[src/rtl/comb_lock_param.sv]
// Parameterised combination lock: symbols are matched one per sym_valid edge,
// with OPEN and LOCKOUT windows timed by a shared down-counter.
module comb_lock_param #(
    parameter int                        WIDTH          = 3,
    parameter int                        LENGTH         = 3,
    parameter logic [WIDTH*LENGTH-1:0]   DEFAULT_CODE   = 9'b011_110_101,
    parameter int                        MAX_FAIL       = 3,
    parameter int                        LOCKOUT_CYCLES = 16,
    parameter int                        OPEN_CYCLES    = 8
) (
    input  logic                              clk,
    input  logic                              rst_n,
    input  logic [WIDTH-1:0]                  switch,
    input  logic                              sym_valid,
    input  logic                              prog_en,
    input  logic [WIDTH*LENGTH-1:0]           prog_code,
    output logic                              led,
    output logic                              locked_out,
    output logic [$clog2(LENGTH+1)-1:0]       progress,
    output logic [3:0]                        fail_cnt
);

    localparam int PW   = $clog2(LENGTH + 1);
    localparam int CW   = WIDTH * LENGTH;
    localparam int TMAX = (OPEN_CYCLES > LOCKOUT_CYCLES) ? OPEN_CYCLES : LOCKOUT_CYCLES;
    localparam int TW   = ($clog2(TMAX) < 1) ? 1 : $clog2(TMAX);

    localparam logic [TW-1:0] OPEN_LOAD = TW'(OPEN_CYCLES - 1);
    localparam logic [TW-1:0] LOCK_LOAD = TW'(LOCKOUT_CYCLES - 1);
    localparam logic [3:0]    MAXF      = 4'(MAX_FAIL);

    typedef enum logic [1:0] {S_SEARCH, S_OPEN, S_LOCKOUT} state_t;

    state_t          r_state;
    logic [TW-1:0]   r_timer;
    logic [PW-1:0]   r_progress;
    logic [3:0]      r_fail;
    logic            r_led;
    logic            r_locked;
    logic [CW-1:0]   r_code;

    logic [WIDTH-1:0] w_sym_cur;
    logic             w_match;
    logic             w_first_match;
    logic             w_last;
    logic [3:0]       w_fail_next;

    always_comb begin
        w_sym_cur = r_code[WIDTH-1:0];
        for (int i = 0; i < LENGTH; i++) begin
            if (r_progress == PW'(i)) w_sym_cur = r_code[i*WIDTH +: WIDTH];
        end
    end

    assign w_match       = (switch == w_sym_cur);
    assign w_first_match = (switch == r_code[WIDTH-1:0]);
    assign w_last        = (r_progress == PW'(LENGTH - 1));
    assign w_fail_next   = r_fail + 4'd1;

    always_ff @(posedge clk or negedge rst_n) begin
        if (!rst_n) begin
            r_state    <= S_SEARCH;
            r_timer    <= '0;
            r_progress <= '0;
            r_fail     <= '0;
            r_led      <= 1'b0;
            r_locked   <= 1'b0;
            r_code     <= DEFAULT_CODE;
        end else begin
            case (r_state)
                S_SEARCH: begin
                    if (sym_valid) begin
                        if (w_match) begin
                            if (w_last) begin
                                r_state    <= S_OPEN;
                                r_led      <= 1'b1;
                                r_progress <= '0;
                                r_fail     <= '0;
                                r_timer    <= OPEN_LOAD;
                            end else begin
                                r_progress <= r_progress + 1'b1;
                            end
                        end else if (r_progress != '0) begin
                            if (w_fail_next == MAXF) begin
                                r_state    <= S_LOCKOUT;
                                r_locked   <= 1'b1;
                                r_fail     <= '0;
                                r_progress <= '0;
                                r_timer    <= LOCK_LOAD;
                            end else begin
                                r_fail     <= w_fail_next;
                                r_progress <= w_first_match ? PW'(1) : '0;
                            end
                        end
                    end
                end
                S_OPEN: begin
                    // New code is only consulted in SEARCH, so loading it here is safe.
                    if (prog_en) r_code <= prog_code;
                    if (r_timer == '0) begin
                        r_state    <= S_SEARCH;
                        r_led      <= 1'b0;
                        r_progress <= '0;
                    end else begin
                        r_timer <= r_timer - 1'b1;
                    end
                end
                S_LOCKOUT: begin
                    if (r_timer == '0) begin
                        r_state    <= S_SEARCH;
                        r_locked   <= 1'b0;
                        r_progress <= '0;
                    end else begin
                        r_timer <= r_timer - 1'b1;
                    end
                end
                default: begin
                    r_state  <= S_SEARCH;
                    r_led    <= 1'b0;
                    r_locked <= 1'b0;
                end
            endcase
        end
    end

    assign led        = r_led;
    assign locked_out = r_locked;
    assign progress   = r_progress;
    assign fail_cnt   = r_fail;

endmodule
[config.mk]
export PLATFORM = sky130hd
export DESIGN_NAME = comb_lock_param
export DESIGN_NICKNAME = d
export VERILOG_FILES = /design/src/rtl/comb_lock_param.sv
export SDC_FILE = /design/constraint.sdc
export NUM_CORES = 1
export LEC_CHECK = 0
export BUFFER_PORTS_ARGS = -buffer_cell sky130_fd_sc_hd__buf_2
export CAP_MARGIN = 20
export CORE_MARGIN = 10
export CORE_UTILIZATION = 55
export DETAILED_ROUTE_END_ITERATION = 10
export PLACE_DENSITY = 0.88
export RECOVER_POWER = 100
export SYNTH_ARGS = -nofsm -noshare
export SYNTH_HDL_FRONTEND = slang
export SYNTH_SLANG_ARGS = --single-unit
[constraint.sdc]
create_clock -name clk -period 2.9 [get_ports clk]
set_clock_uncertainty 0.15 [all_clocks]
set_input_delay 0.145 -clock clk [delete_from_list [all_inputs] [get_ports clk]]
set_output_delay 0.145 -clock clk [all_outputs]
set_load 0.03 [all_outputs]
== Word level (Yosys, flattened, before mapping) ==
Cells that the tools add are included.

* Output and inout bits: 8
* RAM bits: 0
* ROM bits: 0
* Memories kept: 0
* Input port bits: 16
* Flip-flop bits (word level): 23
* Latch bits: 0

* Eq/ne operators: 21
* $add $sub $neg: 3
* $lt $le $gt $ge: 0
* Divide/modulo/power cells: 0
* Shift-type cells: 0
* Reduce and logical (&&, ||, !) cells: 13
* Bitwise logic cells: 2
* Multiplexer cells: 37
* Multipliers: 0

{| class="wikitable"
|+ Operators by type and width
! cell !! count
|-
| $mux W4 || 10
|-
| $mux W2 || 10
|-
| $ne A2 B2 Y1 const B || 9
|-
| $reduce_and A6 Y1 || 2
|-
| $mux W1 || 10
|-
| $reduce_and A5 Y1 || 2
|-
| $ne A3 B3 Y1 const B || 3
|-
| $pmux W2 S2 || 2
|-
| $pmux W4 S2 || 1
|-
| $reduce_and A4 Y1 || 2
|-
| $eq A3 B3 Y1 || 2
|-
| $mux W3 || 2
|-
| $pmux W1 S3 || 2
|-
| $reduce_bool A2 Y1 || 3
|-
| $add A4 B1 Y4 const B || 1
|-
| $eq A2 B1 Y1 const B || 2
|-
| $eq A2 B2 Y1 const B || 2
|-
| $eq A4 B2 Y1 const B || 1
|-
| $logic_not A4 Y1 || 1
|-
| $ne A2 B1 Y1 const B || 2
|-
| $sub A4 B1 Y4 const B || 1
|-
| $add A2 B1 Y2 const B || 1
|-
| $logic_not A2 Y1 || 1
|-
| $not A1 Y1 || 2
|-
| 2 further kinds || 2
|}

== Depth between registers and ports, before layout ==
* Depth in word-level cells: 7
* Gate-level depth with buffers: 8
* Depth with buffers taken out: 7

== Worst setup path after synthesis ==
No wires, ideal clock.

* Path kind: reg-to-reg
* Start point: register r_progress[0], in the netlist progress[0]
* End point: register r_timer[0]
* Slack: 0.312 ns
* Arrival time: 2.313 ns
* Stages on the path, launching flop included: 9
* Period minus slack after synthesis: 2.588 ns
* Setup time: 0.125 ns
* Path buffers: 2
* Cell sequence: dfrtp_1 > buf_6 > buf_8 > mux2i_1 > mux2i_1 > xor2_1 > or3_4 > a311o_4 > mux2_4

* Cells in the longest elaborated chain, start to end: 7
* Elaborated cells between the ends (all ways): 13
* Those cells by class: eq/ne (6); mux (5); reduce/logical (2)

{| class="wikitable"
|+ Ends and longest elaborated chain
! element !! RTL line !! text
|-
| from (decl) || 36 || <nowiki>logic [PW-1:0] r_progress;</nowiki>
|-
| from (signal assigned) || 81 || <nowiki>r_progress <= r_progress + 1'b1;</nowiki>
|-
| from (signal assigned) || 92 || <nowiki>r_progress <= w_first_match ? PW'(1) : '0;</nowiki>
|-
| $eq A2 B1 Y1 || 51 || <nowiki>if (r_progress == PW'(i)) w_sym_cur = r_code[i*WIDTH +: WIDTH];</nowiki>
|-
| $mux W3 (2 in series) || 51 ||
|-
| $eq A3 B3 Y1 || 55 || <nowiki>assign w_match = (switch == w_sym_cur);</nowiki>
|-
| $mux W4 || 73 || <nowiki>if (w_match) begin</nowiki>
|-
| $mux W4 || 72 || <nowiki>if (sym_valid) begin</nowiki>
|-
| $pmux W4 S2 || 70 || <nowiki>case (r_state)</nowiki>
|-
| to (signal assigned) || 105 || <nowiki>r_timer <= r_timer - 1'b1;</nowiki>
|-
| to (signal assigned) || 114 || <nowiki>r_timer <= r_timer - 1'b1;</nowiki>
|-
| to (decl) || 35 || <nowiki>logic [TW-1:0] r_timer;</nowiki>
|}

Parallel ways exist; a longest one is shown, timed or not. The select of a mux whose other input is x is not followed.
A chain may end at the register's enable or synchronous reset.

== Final worst setup path ==
Same ends and word-level chain as after synthesis.

==> results.json <==
{
  "ys_warn_count": 0,
  "ys_ff_latch": 23,
  "seqCellArea_sq_um": 584,
  "p_per_area_nw_per_um2": 1000,
  "grt_max_degree": 24,
  "rsz0062_at_grt": "no",
  "port-buffer-count": 23,
  "whs_ps": 52.0,
  "overflow": 0,
  "area_growth_pct": 14.3,
  "syn_inst": 139,
  "reg2reg_slack_ps": 200,
  "rows": 18,
  "yosys.area.top_type": "dfrtp_1",
  "max_slew_margin": 0.194,
  "synth_area_leaders": "dfrtp_1 29%, dfstp_2 11%, mux2i_1 8.9%, mux2_2 6.9%, ha_1 5.1%",
  "avgSynthCellArea_sq_um": 10.5,
  "mostFrequentLayoutCell": "dfrtp_1",
  "cellLeakagePower_nw": 0.749,
  "synth_nets": 161,
  "hold_viol_final": 0,
  "htree_levels": 1,
  "met2_usage": 0.244,
  "worst_path_max_delay_cell": "dfrtp_2",
  "final_cell_area_sq_um": 1670,
  "multi_input_area_sq_um": 769,
  "grt_pass1_vias": 1264,
  "slew_viol_final": 0,
  "synthesis.area_sq_um": 1460,
  "setup_violations": 0,
  "hold_path.class": "in -> reg",
  "ys_types": 41,
  "dp_slack_ps": 158,
  "arrival_ps": 2760,
  "clock_latency_ps": 340,
  "dieHeight_microns": 71.6,
  "max_freq_mhz": 370,
  "worstPathCellList": "mux2i_1, mux2i_1, xor2_1, or3_1, a311o_1, mux2_1",
  "hpwlAfterDp_microns": 2350,
  "r2r-end": "r_timer[0]",
  "worstPathRequired_ps": 2960,
  "clock_path_buffers": 2,
  "crit_start": "progress[0]",
  "peakVddDrop_mv": 0.734,
  "synth_top_area_frac": 0.291,
  "num_vias": 1180,
  "cp_common_cell": "mux2i_1",
  "cts-root-buf": "clkbuf_4",
  "cts_tree": "done",
  "reg2reg_depth": 6,
  "drt-vias-per-instance": 5.84,
  "ys_seq_area_frac": 0.398,
  "dp.cells": 188,
  "grt_pass1_wl_microns": 5640,
  "status": "finished, final reports clean",
  "worst_slack_ps": 198,
  "place_area_sq_um": 1590,
  "grt_busiest_layer": "met2",
  "io_pins": 24,
  "nets": 195,
  "wl_per_cell_microns": 16.2,
  "crit_type": "reg -> reg",
  "layout_common_cells": "16 x dfrtp_1, 15 x buf_2, 13 x mux2i_1",
  "dieWidth_microns": 71.6,
  "cp-end-kind": "flop",
  "cp-endpoint": "r_timer[0]",
  "ant_nets": 0,
  "path_clk_slew_ps": 140,
  "cts_sinks": 23,
  "first_pass_iters": 4,
  "core-area_sq_um": 2500,
  "start_kind": "flop",
  "worst-slew-pin-transition_ps": 1210,
  "finalSetupTns_ps": 0,
  "crit_path_max_fanout": 15,
  "die_area_sq_um": 5130,
  "max-cap-violations": 0,
  "finalNonFillerCells": 202,
  "cts-buffers-inserted": 3,
  "start_util": 0.586,
  "antenna_found_initial": 0,
  "nFillCells": 215,
  "max_stage_delay_ps": 590,
  "grt_util_met1": 0.136,
  "routabilityCongestion": 0.820,
  "drive_above_1_share": 0.221,
  "drc": 0,
  "wl_microns": 3270,
  "r2r_start": "progress[0]",
  "grt_util_met3": 0.0455,
  "drtIter0Drc": 39,
  "min_period_ps": 2700,
  "grt_use_total": 0.134,
  "diodes": 0,
  "min_period_over_period": 0.932
}
[cell usage after synthesis]
master / instances
dfrtp_1: 17
mux2i_1: 13
inv_1: 12
nand2_1: 10
mux2_2: 9
a21oi_1: 7
xor2_1: 7
dfstp_2: 6
ha_1: 6
nor2_1: 6
nor3_1: 6
o21ai_0: 4
a31oi_1: 3
mux2_4: 3
o22ai_1: 3
clkbuf_1: 2
a21boi_0: 1
a221oi_2: 1
a2bb2oi_1: 1
a311o_4: 1
a311oi_1: 1
a41o_1: 1
and3_1: 1
and3b_1: 1
buf_2: 1
buf_6: 1
buf_8: 1
nand2b_1: 1
nand3_1: 1
nor3_2: 1
nor3b_1: 1
nor4_1: 1
nor4b_1: 1
o211ai_1: 1
o21a_1: 1
o2bb2ai_1: 1
o31ai_1: 1
o41ai_2: 1
or3_1: 1
or3_4: 1
or4_1: 1
[registers in the layout, indices dropped and copies added (netlist names)]
register,flops
r_code,9
fail_cnt,4
r_timer,4
progress,2
r_state,2
led,1
locked_out,1
[kinds of logic (layout without fill, tap and decap cells)]
logic type	count (synthesis)	count (layout)	synth area share
xor+xnor	7	7	0.0419
mux	25	25	0.189
buf+inv	17	50	0.0573
simple gates	33	33	0.119
fa+ha+maj	6	6	0.0513
flops	23	23	0.398
compound gates	28	28	0.144
[worst max-delay path: cells and delay by family, from the launching register on]
kind | cells | cell delay (ps)
compound gates | 1 | 450
xor+xnor | 1 | 200
flops | 1 | 590
mux | 3 | 720
simple gates | 1 | 480
[final cells by class]
cell class / count / share of cell area
Clock buffer: 3 / 0.0135
Sequential cell: 23 / 0.349
Clock inverter: 1 / 0.00299
Multi-Input combinational cell: 99 / 0.460
Timing Repair Buffer: 34 / 0.125
Tap cell: 30 / 0.0224
Inverter: 12 / 0.0269
[layer usage]
layer  wire length [microns]  vias up
met4                      54        0
met1                    1240      568
met3                     243        5
met2                    1730       41
met5                       0        -
li1                        -      566
[power breakdown]
group	internal, mW	leakage [nW]	switching (mW)
clock	0.0519	0.0177	0.103
combinational	0.391	0.467	0.510
sequential	0.473	0.265	0.143
total	0.916	0.749	0.756
[worst min-delay path by stage]
stage               startpoint          end  slack [ps]  cells past startpoint
floorplan                rst_n  fail_cnt[0]        -300                      0
global placement         rst_n   locked_out         -20                      1
detailed placement       rst_n   r_state[0]          -7                      1
CTS                  sym_valid   locked_out          40                      4
global route         sym_valid   locked_out          80                      4
finish               sym_valid   locked_out          50                      4
[per-stage QoR]
stage / utilization / power, mW
final: 0.669 / 1.67
after global routing: 0.669 / 1.81
after CTS: 0.685 / 1.74
after detailed placement: 0.634 / 1.57
after global placement: 0.634 / 1.51
after floorplan: - / 1.39
[repair_timing]
item / in CTS / in global routing
hold endpoints to repair: 32 / 0
endpoints found under the setup margin: 0 / 2
resized for setup: 0 / 1
hold buffers: 10 / 0
setup buffers: 0 / 0
(Power assumes the default switching activity.)
